## src/rtl/spi_mem_controller_pkg.sv

```systemverilog
// Shared types and constants for the SPI memory transaction sequencer.
package spi_mem_controller_pkg;

  // State codes double as the debug LED value, so the encoding is fixed.
  typedef enum logic [3:0] {
    S_IDLE      = 4'h0,
    S_CMD       = 4'h1,
    S_LATCH     = 4'h2,
    S_RD_LOAD   = 4'h3,
    S_RD_SHIFT  = 4'h4,
    S_RD_NEXT   = 4'h5,
    S_WR_SHIFT  = 4'h6,
    S_WR_COMMIT = 4'h7,
    S_DONE      = 4'h8
  } state_t;

  localparam int BYTE_BITS_DEF = 8;

  // Command byte is {addr[6:0], rw}; rw sits in the LSB.
  localparam int CMD_RW_BIT = 0;

  // States in which conditioned SCLK rising edges are counted.
  function automatic logic is_count_state(input state_t s);
    return (s == S_CMD) || (s == S_RD_SHIFT) || (s == S_WR_SHIFT);
  endfunction

  // Width of a counter holding 0..n-1, never narrower than one bit.
  function automatic int cnt_width(input int n);
    return (n > 1) ? $clog2(n) : 1;
  endfunction

endpackage

```

## src/rtl/spi_mem_controller_if.sv

```systemverilog
// Bus between the input conditioners / datapath and the transaction sequencer.
interface spi_mem_controller_if #(
  parameter int ADDR_WIDTH = 7
) ();

  logic                  cs_n;
  logic                  sclk_posedge;
  logic                  sclk_negedge;
  logic [7:0]            sr_data;
  logic [ADDR_WIDTH-1:0] addr;
  logic                  sr_we;
  logic                  dm_we;
  logic                  miso_en;
  logic                  busy;
  logic [3:0]            leds;

  // Environment side: conditioners and shift register drive, strobes return.
  modport master (
    output cs_n, sclk_posedge, sclk_negedge, sr_data,
    input  addr, sr_we, dm_we, miso_en, busy, leds
  );

  // Sequencer side.
  modport slave (
    input  cs_n, sclk_posedge, sclk_negedge, sr_data,
    output addr, sr_we, dm_we, miso_en, busy, leds
  );

endinterface

```

## src/rtl/spi_mem_controller_bit_counter.sv

```systemverilog
// SCLK rising-edge counter for one byte frame, with a terminal-count pulse.
module spi_mem_controller_bit_counter
  import spi_mem_controller_pkg::*;
#(
  parameter int BYTE_BITS = BYTE_BITS_DEF
) (
  input  logic clk,
  input  logic reset,
  input  logic en,
  input  logic inc,
  output logic tc
);

  localparam int CNT_W = cnt_width(BYTE_BITS);

  logic [CNT_W-1:0] cnt;
  logic             step;

  // An edge only counts while enabled, so an abort in the same clk wins.
  assign step = en && inc;
  assign tc   = step && (cnt == CNT_W'(BYTE_BITS - 1));

  // Hold at zero while disabled, restart after each full byte.
  always_ff @(posedge clk or posedge reset) begin
    if (reset) begin
      cnt <= '0;
    end else if (!en || tc) begin
      cnt <= '0;
    end else if (step) begin
      cnt <= cnt + CNT_W'(1);
    end
  end

endmodule

```

## src/rtl/spi_mem_controller.sv

```systemverilog
// SPI memory transaction sequencer: command decode, address register with
// burst auto-increment, and registered strobes for shift register, memory
// write and MISO enable.
module spi_mem_controller
  import spi_mem_controller_pkg::*;
#(
  parameter int ADDR_WIDTH = 7,
  parameter int BYTE_BITS  = BYTE_BITS_DEF,
  parameter int BURST_EN   = 1
) (
  input  logic                 clk,
  input  logic                 reset,
  spi_mem_controller_if.slave  bus
);

  localparam bit BURST = (BURST_EN != 0);

  state_t                state;
  state_t                state_nxt;
  logic [ADDR_WIDTH-1:0] addr_q;
  logic [ADDR_WIDTH-1:0] addr_nxt;
  logic                  rw_q;
  logic                  rw_nxt;
  logic                  cnt_en;
  logic                  byte_done;
  logic                  unused_sclk_negedge;

  // Address step wraps modulo 2^ADDR_WIDTH with no overflow indication.
  function automatic logic [ADDR_WIDTH-1:0] addr_inc(input logic [ADDR_WIDTH-1:0] a);
    return a + ADDR_WIDTH'(1);
  endfunction

  // Falling edges are decoded upstream but MISO timing lives downstream.
  assign unused_sclk_negedge = bus.sclk_negedge;

  assign cnt_en = is_count_state(state) && !bus.cs_n;

  spi_mem_controller_bit_counter #(
    .BYTE_BITS (BYTE_BITS)
  ) u_bit_counter (
    .clk   (clk),
    .reset (reset),
    .en    (cnt_en),
    .inc   (bus.sclk_posedge),
    .tc    (byte_done)
  );

  // State, address and direction registers.
  always_ff @(posedge clk or posedge reset) begin
    if (reset) begin
      state  <= S_IDLE;
      addr_q <= '0;
      rw_q   <= 1'b0;
    end else begin
      state  <= state_nxt;
      addr_q <= addr_nxt;
      rw_q   <= rw_nxt;
    end
  end

  // Next-state and register-update decode; CS release aborts everywhere
  // except the write commit, which must finish its memory write.
  always_comb begin
    state_nxt = state;
    addr_nxt  = addr_q;
    rw_nxt    = rw_q;
    if (bus.cs_n && (state != S_WR_COMMIT)) begin
      state_nxt = S_IDLE;
    end else begin
      unique case (state)
        S_IDLE: begin
          state_nxt = S_CMD;
        end
        S_CMD: begin
          if (byte_done) state_nxt = S_LATCH;
        end
        S_LATCH: begin
          addr_nxt  = ADDR_WIDTH'(bus.sr_data[7:CMD_RW_BIT+1]);
          rw_nxt    = bus.sr_data[CMD_RW_BIT];
          state_nxt = bus.sr_data[CMD_RW_BIT] ? S_RD_LOAD : S_WR_SHIFT;
        end
        S_RD_LOAD: begin
          state_nxt = S_RD_SHIFT;
        end
        S_RD_SHIFT: begin
          if (byte_done) state_nxt = S_RD_NEXT;
        end
        S_RD_NEXT: begin
          if (BURST) begin
            addr_nxt  = addr_inc(addr_q);
            state_nxt = S_RD_LOAD;
          end else begin
            state_nxt = S_DONE;
          end
        end
        S_WR_SHIFT: begin
          if (byte_done) state_nxt = S_WR_COMMIT;
        end
        S_WR_COMMIT: begin
          if (bus.cs_n) begin
            state_nxt = S_IDLE;
          end else if (BURST) begin
            addr_nxt  = addr_inc(addr_q);
            state_nxt = S_WR_SHIFT;
          end else begin
            state_nxt = S_DONE;
          end
        end
        S_DONE: begin
          state_nxt = S_DONE;
        end
        default: begin
          state_nxt = S_IDLE;
        end
      endcase
    end
  end

  // Strobes decode purely from registered state; direction qualifies the
  // load/write pulses so a corrupted state code cannot fire the wrong one.
  assign bus.addr    = addr_q;
  assign bus.sr_we   = (state == S_RD_LOAD) && rw_q;
  assign bus.dm_we   = (state == S_WR_COMMIT) && !rw_q;
  assign bus.miso_en = (state == S_RD_SHIFT) || (state == S_RD_NEXT);
  assign bus.busy    = (state != S_IDLE);
  assign bus.leds    = state;

endmodule
```

## src/flat_wrapper.sv

```systemverilog
// flat-port wrapper written by rule: the top's interface ports become plain ports
module spi_mem_controller_flat import spi_mem_controller_pkg::*;
#(
  parameter int ADDR_WIDTH = 7,
  parameter int BYTE_BITS  = BYTE_BITS_DEF,
  parameter int BURST_EN   = 1
)
  (clk, reset, bus_cs_n, bus_sclk_posedge, bus_sclk_negedge, bus_sr_data, bus_addr, bus_sr_we, bus_dm_we, bus_miso_en, bus_busy, bus_leds);
  spi_mem_controller_if #(.ADDR_WIDTH(ADDR_WIDTH)) bus_i ();
  input  logic clk;
  input  logic reset;
  input wire logic [$bits(bus_i.cs_n)-1:0] bus_cs_n;
  input wire logic [$bits(bus_i.sclk_posedge)-1:0] bus_sclk_posedge;
  input wire logic [$bits(bus_i.sclk_negedge)-1:0] bus_sclk_negedge;
  input wire logic [$bits(bus_i.sr_data)-1:0] bus_sr_data;
  output wire logic [$bits(bus_i.addr)-1:0] bus_addr;
  output wire logic [$bits(bus_i.sr_we)-1:0] bus_sr_we;
  output wire logic [$bits(bus_i.dm_we)-1:0] bus_dm_we;
  output wire logic [$bits(bus_i.miso_en)-1:0] bus_miso_en;
  output wire logic [$bits(bus_i.busy)-1:0] bus_busy;
  output wire logic [$bits(bus_i.leds)-1:0] bus_leds;
  assign bus_i.cs_n = bus_cs_n;
  assign bus_i.sclk_posedge = bus_sclk_posedge;
  assign bus_i.sclk_negedge = bus_sclk_negedge;
  assign bus_i.sr_data = bus_sr_data;
  assign bus_addr = bus_i.addr;
  assign bus_sr_we = bus_i.sr_we;
  assign bus_dm_we = bus_i.dm_we;
  assign bus_miso_en = bus_i.miso_en;
  assign bus_busy = bus_i.busy;
  assign bus_leds = bus_i.leds;
  spi_mem_controller #(.ADDR_WIDTH(ADDR_WIDTH), .BYTE_BITS(BYTE_BITS), .BURST_EN(BURST_EN)) u_core (.clk(clk), .reset(reset), .bus(bus_i));
endmodule
```

## config.mk

```make
export PLATFORM = sky130hd
export DESIGN_NAME = spi_mem_controller_flat
export DESIGN_NICKNAME = d
export VERILOG_FILES = /design/src/rtl/spi_mem_controller_pkg.sv /design/src/rtl/spi_mem_controller_if.sv /design/src/rtl/spi_mem_controller_bit_counter.sv /design/src/rtl/spi_mem_controller.sv /design/src/flat_wrapper.sv
export SDC_FILE = /design/constraint.sdc
export NUM_CORES = 1
export LEC_CHECK = 0
export BUFFER_PORTS_ARGS = -buffer_cell sky130_fd_sc_hd__buf_2
export CORE_MARGIN = 8
export CORE_UTILIZATION = 45
export DETAILED_ROUTE_END_ITERATION = 10
export GPL_ROUTABILITY_DRIVEN = 0
export HOLD_SLACK_MARGIN = 0.12
export PLACE_DENSITY = 0.8
export SLEW_MARGIN = 30
export SYNTH_ARGS = -nofsm -noshare
export SYNTH_HDL_FRONTEND = slang
export SYNTH_SLANG_ARGS = --single-unit
```

## constraint.sdc

```tcl
create_clock -name clk -period 1.9 [get_ports clk]
set_clock_uncertainty 0.1 [all_clocks]
set_input_delay 0.38 -clock clk [delete_from_list [all_inputs] [get_ports clk]]
set_output_delay 0.38 -clock clk [all_outputs]
set_load 0.05 [all_outputs]
```

After elaboration in Yosys (flattened, before gate mapping)
Cells that the tools add are included.
Cells by class
  add/subtract/negate cells: 2
  equality and inequality tests: 14
  muxes and demuxes: 11
  bitwise gates (word level): 1
  reductions and logical operators: 20
Operators by type and width (count)
  $pmux 4 s9: 1
  $pmux 7 s3: 1
  $eq 4x3->1 const B: 4
  $mux 4: 4
  $mux 3: 4
  $ne 3x3->1 const B: 3
  $eq 4x2->1 const B: 2
  $add 7x1->7 const B: 1
  $mux 7: 1
  $logic_and 1x1->1: 6
  $reduce_and 3->1: 2
  $eq 4x1->1 const B: 1
  $eq 4x4->1 const B: 1
  $logic_not 4->1: 1
  $logic_or 1x1->1: 4
  $ne 4x3->1 const B: 1
  $reduce_bool 4->1: 1
  $add 3x1->3 const B: 1
  $eq 3x3->1 const B: 1
  $logic_not 1->1: 3
  $reduce_bool 3->1: 1
  $ne 2x2->1 const B: 1
  $reduce_and 2->1: 1
  $reduce_bool 2->1: 1
  $not 1->1: 1
Word-level totals
  bits in registers: 15
  bits of input ports: 13
  output and inout bits: 15
  logic and storage cells: 52

Logic depth before layout (Yosys ltp)
Gate-level depths: netlist of the first run.
  word-level depth: 9
  depth in mapped cells: 6

Hierarchy
Synthesis of the first run repeated with hierarchy kept, for this count alone.
Unflattened totals
  cell total of the unflattened synthesis: 112
  area total of the unflattened synthesis: 1007.2 µm²
By module, submodules not included
  spi_mem_controller: instances 1, cells an instance 96, area an instance 845.8 µm²
  spi_mem_controller_bit_counter: instances 1, cells an instance 16, area an instance 161.4 µm²

Least setup slack after synthesis of the first run
Ideal clock, no wire load.
  path kind: flip-flop to output port
  from: reg u_core.state[2] (netlist: u_core.bus.leds[2])
  to: out bus_dm_we
  arrival: 2.218 ns
  required time: 1.420 ns
  path slack: -0.798 ns
  cell stages (with the launch flop): 4
  cells stage by stage: dfrtp_1 -> buf_4 -> nand3b_4 -> nor3b_1
On the way
  longest elaborated chain between the ends: 2
Ends and longest elaborated chain
  start, declared: RTL line spi_mem_controller.sv:18  | state_t state;
  start signal, assigned: RTL line spi_mem_controller.sv:55  | state <= state_nxt;
  $eq 4x3->1: RTL line spi_mem_controller.sv:123  | assign bus.dm_we = (state == S_WR_COMMIT) && !rw_q;
  $logic_and 1x1->1: RTL line spi_mem_controller.sv:123
  end, declared: RTL line flat_wrapper.sv:18  | output wire logic [$bits(bus_i.dm_we)-1:0] bus_dm_we;
Every way passes these cells.

Worst setup path in the final report of the first run
  from: reg u_core.state[3] (netlist: u_core.bus.leds[3])
  to: out bus_busy
On the way
  longest elaborated chain between the ends: 1
Ends and longest elaborated chain
  $reduce_bool 4->1: RTL line spi_mem_controller.sv:125  | assign bus.busy = (state != S_IDLE);
  end, declared: RTL line flat_wrapper.sv:20  | output wire logic [$bits(bus_i.busy)-1:0] bus_busy;
Every way passes these cells.

==> impl_metrics.toml, run 1 <==
[setup_path]
endpoint = "bus_busy"
critPathLaunchType = "flop"
r2r_end = "u_core.bus.addr[6]$_DFFE_PP0P_"
crit_family = "simple AND/OR/NAND/NOR gates"
worstSetupPathType = "flop to output port"
worst_ep_arrival_time_ns = 1.41
crit_chain = "or4_4 > buf_8"
r2r_slack_ns = 0.33
cp_slowest_cell = "or4_4"
crit_buf_inv = 1
r2r-start = "u_core.bus.leds[2]$_DFFE_PP0P_"
worst_setup_path_end_kind = "output port"
critical_path_required_ns = 1.42
max_stage_delay_ns = 0.54
crit_fanout = 4
startpoint = "u_core.bus.leds[3]$_DFFE_PP0P_"
reg2regPathDepth = 5
cp.depth = 2

[global_route]
grt_use_total_pct = 12.51
grt_start_max_net_pins = 16
globalRouteOverflowTotal = 0
first_global_vias = 815
grt_pass1_wl_um = 3643
antenna_found_initial = 0

[synth]
syn_nets = 119
async_reset_ff_share_pct = 100.0
yosysMostFrequentCell = "dfrtp_1"
yosys.area.top_type = "dfrtp_1"
syn_area_um2 = 933.4
yosys-top-cells-count = "dfrtp_1, nand2_1, a21oi_1, o21ai_1, nor2_1"
postSynthCellCount = 103
synth_top_area_share_pct = 40.21
synth_cell_types = 35
synth-edff-count = 0
synth_ff_type = "dfrtp_1"
yosysSeqAreaShare_pct = 40.21
ys_top_cells_by_area = "dfrtp_1, a21oi_1, o21ai_1"
avgSynthCellArea_um2 = 9.062
ys_ff_latch = 15
yosysWarnings = 0

[sta]
fin_crit_sh_pct = 99.59
final_max_slew_viol_count = 0
fin_setup_tns_ns = 0
layout_min_cycle_time_ns = 1.892
worst_slack_ns = 0.007740
worstMarginPinSlew_ns = 0.5601
clock.fmax_mhz = 528.5
relSlewSlack_pct = 62.62
finalSetupViolCount = 0
hold_viol_final = 0
rsz0062_at_grt = "true"

[placed_design]
dp_hpwl_um = 1725
place_ws_ns = 0.2157
numPortBuffers = 26
dp_cells = 156

[clock_tree]
cts-buffers-inserted = 3
cts_tree = "done"
clockBufferDepth = 2
root_buffer = "clkbuf_4"
clk_pin_slew_ns = 0.09
htree_levels = 1
numClockSinks = 15
clk_latency_ns = 0.27

[detailed_routing]
drcViolationCount = 0
vias = 866
drt-met1-wl_um = 1011
wl_per_cell_um = 13.61
routed.top_layer = "met4"
drt-initial-drc-count = 29
met2_length_um = 1096
drt_wl_total_um = 2205
viasPerCell = 5.346
route.met3.wl_um = 80
dr.pass1.iters = 4
antenna_left = 0

[layout]
diodes = 0
drive_gt1_share_pct = 39.26
syn_to_final_growth_pct = 27.75
fin_nets = 152
finalNonFillerCells = 162
num-fill-cells = 182

[worst_hold_path]
hold_depth = 3
min_path_type = "input pin to flop"

[floorplanning]
io_pins = 28
fp.dieH_um = 61.55
die_x_um = 61.55
dieArea_um2 = 3788
rows = 16
core-area_um2 = 1962
initial_core_util_pct = 47.58

[flow_run]
cap_violations = 0

[power_and_ir_drop]
power_mw = 0.7557
powerDensity_nw_per_um2 = 633.8
peakVddDrop_uv = 360.6
p_leak_nw = 0.5875

[run_status]
status = "complete, no violations"
-- worst min path at each step --
stage | startpoint | to | slack [ns]
floorplan | reset | u_core.bus.addr[0]$_DFFE_PP0P_ | 0.18
global placement | reset | u_core.u_bit_counter.cnt[0]$_DFFE_PP0P_ | 0.36
detailed placement | reset | u_core.bus.addr[6]$_DFFE_PP0P_ | 0.36
CTS | bus_sr_data[2] | u_core.bus.addr[1]$_DFFE_PP0P_ | 0.26
global route | bus_sr_data[2] | u_core.bus.addr[1]$_DFFE_PP0P_ | 0.26
finish | bus_sr_data[2] | u_core.bus.addr[1]$_DFFE_PP0P_ | 0.26
-- state kept, by name (all words and copies together), names as in the netlist --
signal                    count
u_core.bus.addr               7
u_core.bus.leds               4
u_core.u_bit_counter.cnt      3
u_core.rw_q                   1
-- power breakdown --
part,internal [mW],leakage (nW),switching [mW]
combinational,0.0624,0.383,0.137
clock,0.0812,0.0150,0.100
sequential,0.346,0.189,0.0287
-- cells by family after synthesis --
| family | after synthesis | synth area share, % |
|---|---|---|
| adders and majority gates | 3 | 4.022 |
| muxes | 1 | 1.206 |
| AOI/OAI and AO/OA | 32 | 21.18 |
| DFF | 15 | 40.21 |
| and+or+nand+nor | 44 | 28.15 |
| buffers and inverters | 8 | 5.227 |
-- routing by layer --
| metal | up-vias | GRT usage, % |
|---|---|---|
| li1 | 438 | - |
| met1 | 411 | 16.18 |
| met2 | 15 | 20.68 |
| met3 | 2 | 2.505 |
| met4 | 0 | 2.922 |
| met5 | - | 0 |
-- tightest hold or removal path: stages --
cell and delay, ns:
buf_2 0.09, nand2_1 0.04, a31oi_1 0.08
-- cell type report --
cell class	instances	area (um2)	share of cell area (%)
timing repair buffer	32	190.2	15.95
tap	27	33.78	2.833
clock buffer	4	26.28	2.204
sequential	15	380.4	31.90
multi-input combinational	80	546.8	45.86
inverter	4	15.01	1.259
-- layout by cell type (no fill, tap or decap), drive strengths merged, types with 3 or more instances in the layout --
master / Yosys / final
buf: 3 / 31
dfrtp: 15 / 15
o21ai: 14 / 14
nand2: 10 / 10
a21oi: 9 / 9
nor2: 8 / 8
inv: 4 / 4
a2bb2oi: 4 / 4
nand3: 4 / 4
clkbuf: 1 / 4
nand2b: 3 / 3
ha: 3 / 3
and3: 3 / 3
nor3b: 3 / 3
nand3b: 3 / 3
and2: 3 / 3
-- metrics by stage --
step | hold WS (ns) | utilization (%) | instance area (um2)
after detailed placement | 0.3648 | 57.91 | 1136
after floorplan | 0.1812 | - | 977.2
after CTS | 0.2581 | 60.59 | 1189
after global placement | 0.3600 | 57.91 | 1136
final | 0.2554 | 60.78 | 1192
after global routing | 0.2583 | 60.78 | 1192
-- repair_timing --
item | CTS | global route
endpoints found under the hold margin | 15 | 0
hold buffers | 1 | 0
buffers inserted | 1 | 0
resized for setup | 3 | 1
pin swaps | 0 | 1
endpoints found under the setup margin | 2 | 1
gates cloned | 0 | 0
(Power assumes the default switching activity.)
==> inputs of run 2 (changes only) <==
--- a/config.mk
+++ b/config.mk
@@ -5,13 +5,15 @@
 export SDC_FILE = /design/constraint.sdc
 export NUM_CORES = 1
 export LEC_CHECK = 0
+export ABC_AREA = 1
 export BUFFER_PORTS_ARGS = -buffer_cell sky130_fd_sc_hd__buf_2
 export CORE_MARGIN = 8
 export CORE_UTILIZATION = 45
+export CTS_CLUSTER_DIAMETER = 100
 export DETAILED_ROUTE_END_ITERATION = 10
 export GPL_ROUTABILITY_DRIVEN = 0
 export HOLD_SLACK_MARGIN = 0.12
-export PLACE_DENSITY = 0.8
+export PLACE_DENSITY = 0.79
 export SLEW_MARGIN = 30
 export SYNTH_ARGS = -nofsm -noshare
 export SYNTH_HDL_FRONTEND = slang
==> run 2 against run 1 <==
Synthesized cell count increased by 47%. Critical path depth increased by 2. Sequential cell count unchanged. Critical path type unchanged.
==> impl_metrics.toml, run 2 <==
[placed_design]
dp_hpwl_um = 1943
numPortBuffers = 26
dp_cells = 206
place_ws_ns = 0.3265

[setup_path]
crit_fanout = 5
reg2regPathDepth = 7
r2r-start = "u_core.bus.leds[3]$_DFFE_PP0P_"
worst_setup_path_end_kind = "output port"
r2r_end = "u_core.bus.leds[0]$_DFFE_PP0P_"
worstSetupPathType = "flop to output port"
r2r_slack_ns = 0.44
critical_path_required_ns = 1.42
critPathLaunchType = "flop"
worst_ep_arrival_time_ns = 1.35
startpoint = "u_core.bus.leds[3]$_DFFE_PP0P_"

[worst_hold_path]
hold_start = "bus_sr_data[2]"
whs_endpoint = "u_core.bus.addr[1]$_DFFE_PP0P_"
hold_depth = 5
min_path_type = "input pin to flop"

[synth]
yosysWarnings = 0
synth_cell_types = 24
yosysMostFrequentCell = "nand2_1"
yosys.area.top_type = "dfrtp_1"
avgSynthCellArea_um2 = 6.811
yosysSeqAreaShare_pct = 36.50
ys_top_cells_by_area = "dfrtp_1, nand2_1, nand3_1"
synth_ff_type = "dfrtp_1"
syn_area_um2 = 1028
async_reset_ff_share_pct = 100.0
synth_top_area_share_pct = 36.50
yosys-top-cells-count = "nand2_1, inv_1, nand3_1, dfrtp_1, nor2_1"
synth-edff-count = 0
postSynthCellCount = 151
syn_nets = 167
ys_ff_latch = 15

[detailed_routing]
drt_wl_total_um = 2501
viasPerCell = 4.957
wl_per_cell_um = 11.85
dr.pass1.iters = 4
vias = 1046
antenna_left = 0
drt-initial-drc-count = 27
drcViolationCount = 0

[floorplanning]
core-area_um2 = 2191
fp.dieH_um = 63.81
die_x_um = 63.81
io_pins = 28
dieArea_um2 = 4071
rows = 17
initial_core_util_pct = 46.94

[global_route]
first_global_vias = 1046
grt_start_max_net_pins = 16
antenna_found_initial = 0
globalRouteOverflowTotal = 0
grt_use_total_pct = 12.67
grt_pass1_wl_um = 4326

[sta]
relSlewSlack_pct = 60.88
hold_viol_final = 0
fin_crit_sh_pct = 96.06
layout_min_cycle_time_ns = 1.825
clock.fmax_mhz = 547.9
final_max_slew_viol_count = 0
fin_setup_tns_ns = 0
worstMarginPinSlew_ns = 0.5861
rsz0062_at_grt = "false"
worst_slack_ns = 0.07477
finalSetupViolCount = 0

[layout]
diodes = 0
drive_gt1_share_pct = 28.96
largest_reg_flops = 7
fin_util_pct = 57.51
final_cell_mix = "nand2_1, buf_2, inv_1"
finalNonFillerCells = 211
syn_to_final_growth_pct = 22.51
num-fill-cells = 200
fin_nets = 200
layout.cells.most_common = "nand2_1"

[flow_run]
cap_violations = 0

[clock_tree]
clk_latency_ns = 0.29
clockBufferDepth = 2
numClockSinks = 15
clk_pin_slew_ns = 0.10
root_buffer = "clkbuf_4"
cts-buffers-inserted = 3
post-cts-setup-buffer-count = 0
htree_levels = 1
cts_tree = "done"

[run_status]
status = "complete, no violations"

[power_and_ir_drop]
peakVddDrop_uv = 897.0
p_leak_nw = 0.7151
powerDensity_nw_per_um2 = 1575
run 2: changes by cell type in the layout (fill, tap and decap cells not counted), sizes merged, moves of 4 or more:
cell     previous run  this run
nand2              10        53
inv                 4        24
nand3               4        16
a21oi               9         1
nor2                8        16
nand4               0         6
o21ai              14         8
buf                31        26
a2bb2oi             4         0
run 2: kinds of logic (layout without fill, tap and decap cells):
family / after synthesis / count (layout) / synth area share [%]
AO/OA/AOI/OAI: 11 / 11 / 5.840
XOR/XNOR: 1 / 1 / 0.8517
adder cells (fa/ha/maj): 3 / 3 / 3.650
buffers and inverters: 26 / 58 / 9.976
flip-flops: 15 / 15 / 36.50
AND/OR/NAND/NOR: 95 / 95 / 43.19
run 2: per-layer routing:
layer  global-route usage, %  up-vias  share of wire (%)
met1                   13.73      481                 42
met4                   3.900        0               0.96
met5                       0        -                  0
li1                        -      537                  -
met2                   22.46       24                 51
met3                   4.530        4                5.5
run 2: worst max-delay path, stage by stage (launching register included):
cell	delay, ns
dfrtp_2	0.46
nor2_4	0.18
nand2_1	0.12
nor2_2	0.09
buf_4	0.20
run 2: area by class of cell:
type | count | area, um2 | area share (%)
inverters | 26 | 102.6 | 8.143
multi-input cells | 110 | 563.0 | 44.69
flip-flops and latches | 15 | 380.4 | 30.19
repair buffers | 28 | 152.6 | 12.12
well taps | 28 | 35.03 | 2.781
clock buffers | 4 | 26.28 | 2.085
run 2: worst max-delay path by stage:
stage / end / slack (ns) / cells past startpoint
final: bus_dm_we / 0.07 / 4
after global routing: bus_dm_we / 0.008 / 5
after CTS: bus_sr_we / 0.02 / 5
after detailed placement: bus_dm_we / 0.33 / 4
after global placement: bus_dm_we / 0.35 / 4
after floorplan: bus_dm_we / -0.03 / 4
run 2: power breakdown:
part,switching (mW),total (mW),internal [mW]
sequential,0.140,0.577,0.437
combinational,0.900,1.21,0.313
clock,0.113,0.194,0.0816
run 2: through the flow:
step	total power, mW	hold WS [ns]	cell area (um2)
3_3_place_gp	1.748	0.3714	1214
2_1_floorplan	1.502	0.1815	1041
5_1_grt	2.144	0.3032	1260
6_report	1.985	0.2740	1260
3_5_place_dp	1.787	0.3808	1214
4_1_cts	1.987	0.2697	1252
run 2: timing repair:
item / in CTS / in global routing
setup endpoints to repair: 1 / 4
resized for setup: 1 / 5
hold buffers: 1 / 0
hold endpoints to repair: 15 / 0
==> inputs of run 3 (changes only) <==
--- a/config.mk
+++ b/config.mk
@@ -8,12 +8,12 @@
 export ABC_AREA = 1
 export BUFFER_PORTS_ARGS = -buffer_cell sky130_fd_sc_hd__buf_2
 export CORE_MARGIN = 8
-export CORE_UTILIZATION = 45
+export CORE_UTILIZATION = 30
 export CTS_CLUSTER_DIAMETER = 100
 export DETAILED_ROUTE_END_ITERATION = 10
 export GPL_ROUTABILITY_DRIVEN = 0
 export HOLD_SLACK_MARGIN = 0.12
-export PLACE_DENSITY = 0.79
+export PLACE_DENSITY = 0.6
 export SLEW_MARGIN = 30
 export SYNTH_ARGS = -nofsm -noshare
 export SYNTH_HDL_FRONTEND = slang
==> run 3 against run 2 <==
Non-clock buffer count did not move. Utilization fell by 19 points. Die area rose by 37%. Critical path type unchanged. Largest power group unchanged. Highest routed layer unchanged.
==> impl_metrics.toml, run 3 (synthesized netlist as in run 2, its figures left out) <==
[global_route]
grt_start_max_net_pins = 16
globalRouteOverflowTotal = 0
grt_pass1_wl_um = 4015
grt_use_total_pct = 9.425
first_global_vias = 951
antenna_found_initial = 0

[setup_path]
crit_buf_inv = 1
worst_ep_arrival_time_ns = 1.37
worst_setup_path_end_kind = "output port"
startpoint = "u_core.bus.leds[3]$_DFFE_PP0P_"
r2r_end = "u_core.bus.addr[3]$_DFFE_PP0P_"
reg2regPathDepth = 7
critical_path_required_ns = 1.42
crit_fanout = 5
crit_family = "flip-flops"
r2r_slack_ns = 0.43
critPathLaunchType = "flop"
cp_slowest_cell = "dfrtp_1"
endpoint = "bus_dm_we"
max_stage_delay_ns = 0.46
worstSetupPathType = "flop to output port"
crit_chain = "nor2_4 > nand2_1 > nor2_2 > buf_4"
cp.depth = 4
r2r-start = "u_core.bus.leds[3]$_DFFE_PP0P_"

[floorplanning]
die_x_um = 74.55
rows = 21
fp.dieH_um = 74.55
initial_core_util_pct = 31.07
io_pins = 28
core-area_um2 = 3311
dieArea_um2 = 5558

[sta]
worstMarginPinSlew_ns = 0.5899
clock.fmax_mhz = 541.6
relSlewSlack_pct = 60.63
hold_viol_final = 0
finalSetupViolCount = 0
layout_min_cycle_time_ns = 1.846
rsz0062_at_grt = "false"
fin_crit_sh_pct = 97.17
fin_setup_tns_ns = 0
hold_slack_ns = 0.2863
final_max_slew_viol_count = 0

[power_and_ir_drop]
netSwitchingFraction_pct = 57.68
powerDensity_nw_per_um2 = 1534
peakVddDrop_uv = 501.8
p_leak_nw = 0.7168
power_mw = 1.966
seq_power_share_pct = 29.6
intPower_mw = 0.8318
clockPowerShare_pct = 10.1
p_comb_share_pct = 60.3
power.switching_mw = 1.134

[clock_tree]
clk_pin_slew_ns = 0.10
clk_latency_ns = 0.30
cts_tree = "done"
cts-buffers-inserted = 3
htree_levels = 1
root_buffer = "clkbuf_4"
clockBufferDepth = 2
numClockSinks = 15

[detailed_routing]
route.met3.wl_um = 131
drt_wl_total_um = 2405
dr.pass1.iters = 4
met2_length_um = 1070
drcViolationCount = 0
drt-initial-drc-count = 93
antenna_left = 0
drt-met1-wl_um = 1139
routed.top_layer = "met4"
vias = 1023
viasPerCell = 4.467
wl_per_cell_um = 10.50

[layout]
layout.cells.most_common = "nand2_1"
largest_reg_flops = 7
diodes = 0
syn_to_final_growth_pct = 24.57
fin_nets = 200
finalNonFillerCells = 229
final_cell_mix = "nand2_1, buf_2, inv_1"
fin_util_pct = 38.70
drive_gt1_share_pct = 28.42

[worst_hold_path]
min_path_type = "input pin to flop"

[placed_design]
dp_hpwl_um = 1898
numPortBuffers = 26
dp_cells = 224

[flow_run]
cap_violations = 0

[run_status]
status = "complete, no violations"
[run 3: worst min path at each step]
| stage | start | to | slack [ns] | cells after the start |
|---|---|---|---|---|
| finish | bus_sr_data[2] | u_core.bus.addr[1]$_DFFE_PP0P_ | 0.29 | 5 |
| global route | bus_sr_data[3] | u_core.bus.addr[2]$_DFFE_PP0P_ | 0.31 | 5 |
| CTS | bus_sr_data[2] | u_core.bus.addr[1]$_DFFE_PP0P_ | 0.28 | 5 |
| detailed placement | reset | u_core.bus.addr[4]$_DFFE_PP0P_ | 0.38 | 2 |
| global placement | reset | u_core.bus.addr[4]$_DFFE_PP0P_ | 0.38 | 2 |
| floorplan | reset | u_core.bus.addr[0]$_DFFE_PP0P_ | 0.18 | 1 |
[run 3: routing by layer]
metal,up-vias,global-route usage [%]
li1,542,-
met1,452,10.68
met2,24,15.59
met3,5,1.752
met4,0,6.522
met5,-,0
[run 3: timing repair]
item | 4_1_cts | 5_1_grt
buffers inserted | 0 | 0
gates resized for setup | 1 | 4
endpoints found under the hold margin | 15 | 0
hold buffers | 1 | 0
setup endpoints to repair | 1 | 2
[run 3: metrics by stage]
stage,worst slack (ns),cell area (um2)
after floorplan,-0.02709,1041
after global placement,0.3042,1236
after detailed placement,0.3154,1236
after CTS,0.001325,1275
after global routing,0.01410,1281
final,0.05378,1281
[run 3: worst register-to-register path, cell delays in order, from the launching register on]
cell and delay (ns):
dfrtp_1 0.46, inv_1 0.14, nand2_1 0.11, nor2_2 0.28
nand3_1 0.12, nand2_1 0.07, nand2_1 0.04, o21ai_0 0.06
[run 3: cell type report]
type | instances | area (um2)
fillers | 389 | 2029
multi-input cells | 110 | 563.0
flip-flops and latches | 15 | 379.1
repair buffers | 28 | 152.6
inverters | 26 | 102.6
well taps | 46 | 57.56
clock buffers | 4 | 26.28
[run 3: power groups by stage]
stage,Combinational (mW),Sequential [mW],Clock [mW]
finish,1.19,0.581,0.198
global route,1.31,0.605,0.213
CTS,1.20,0.577,0.206
detailed placement,1.20,0.584,0
global placement,1.20,0.581,0
floorplan,0.610,0.892,0
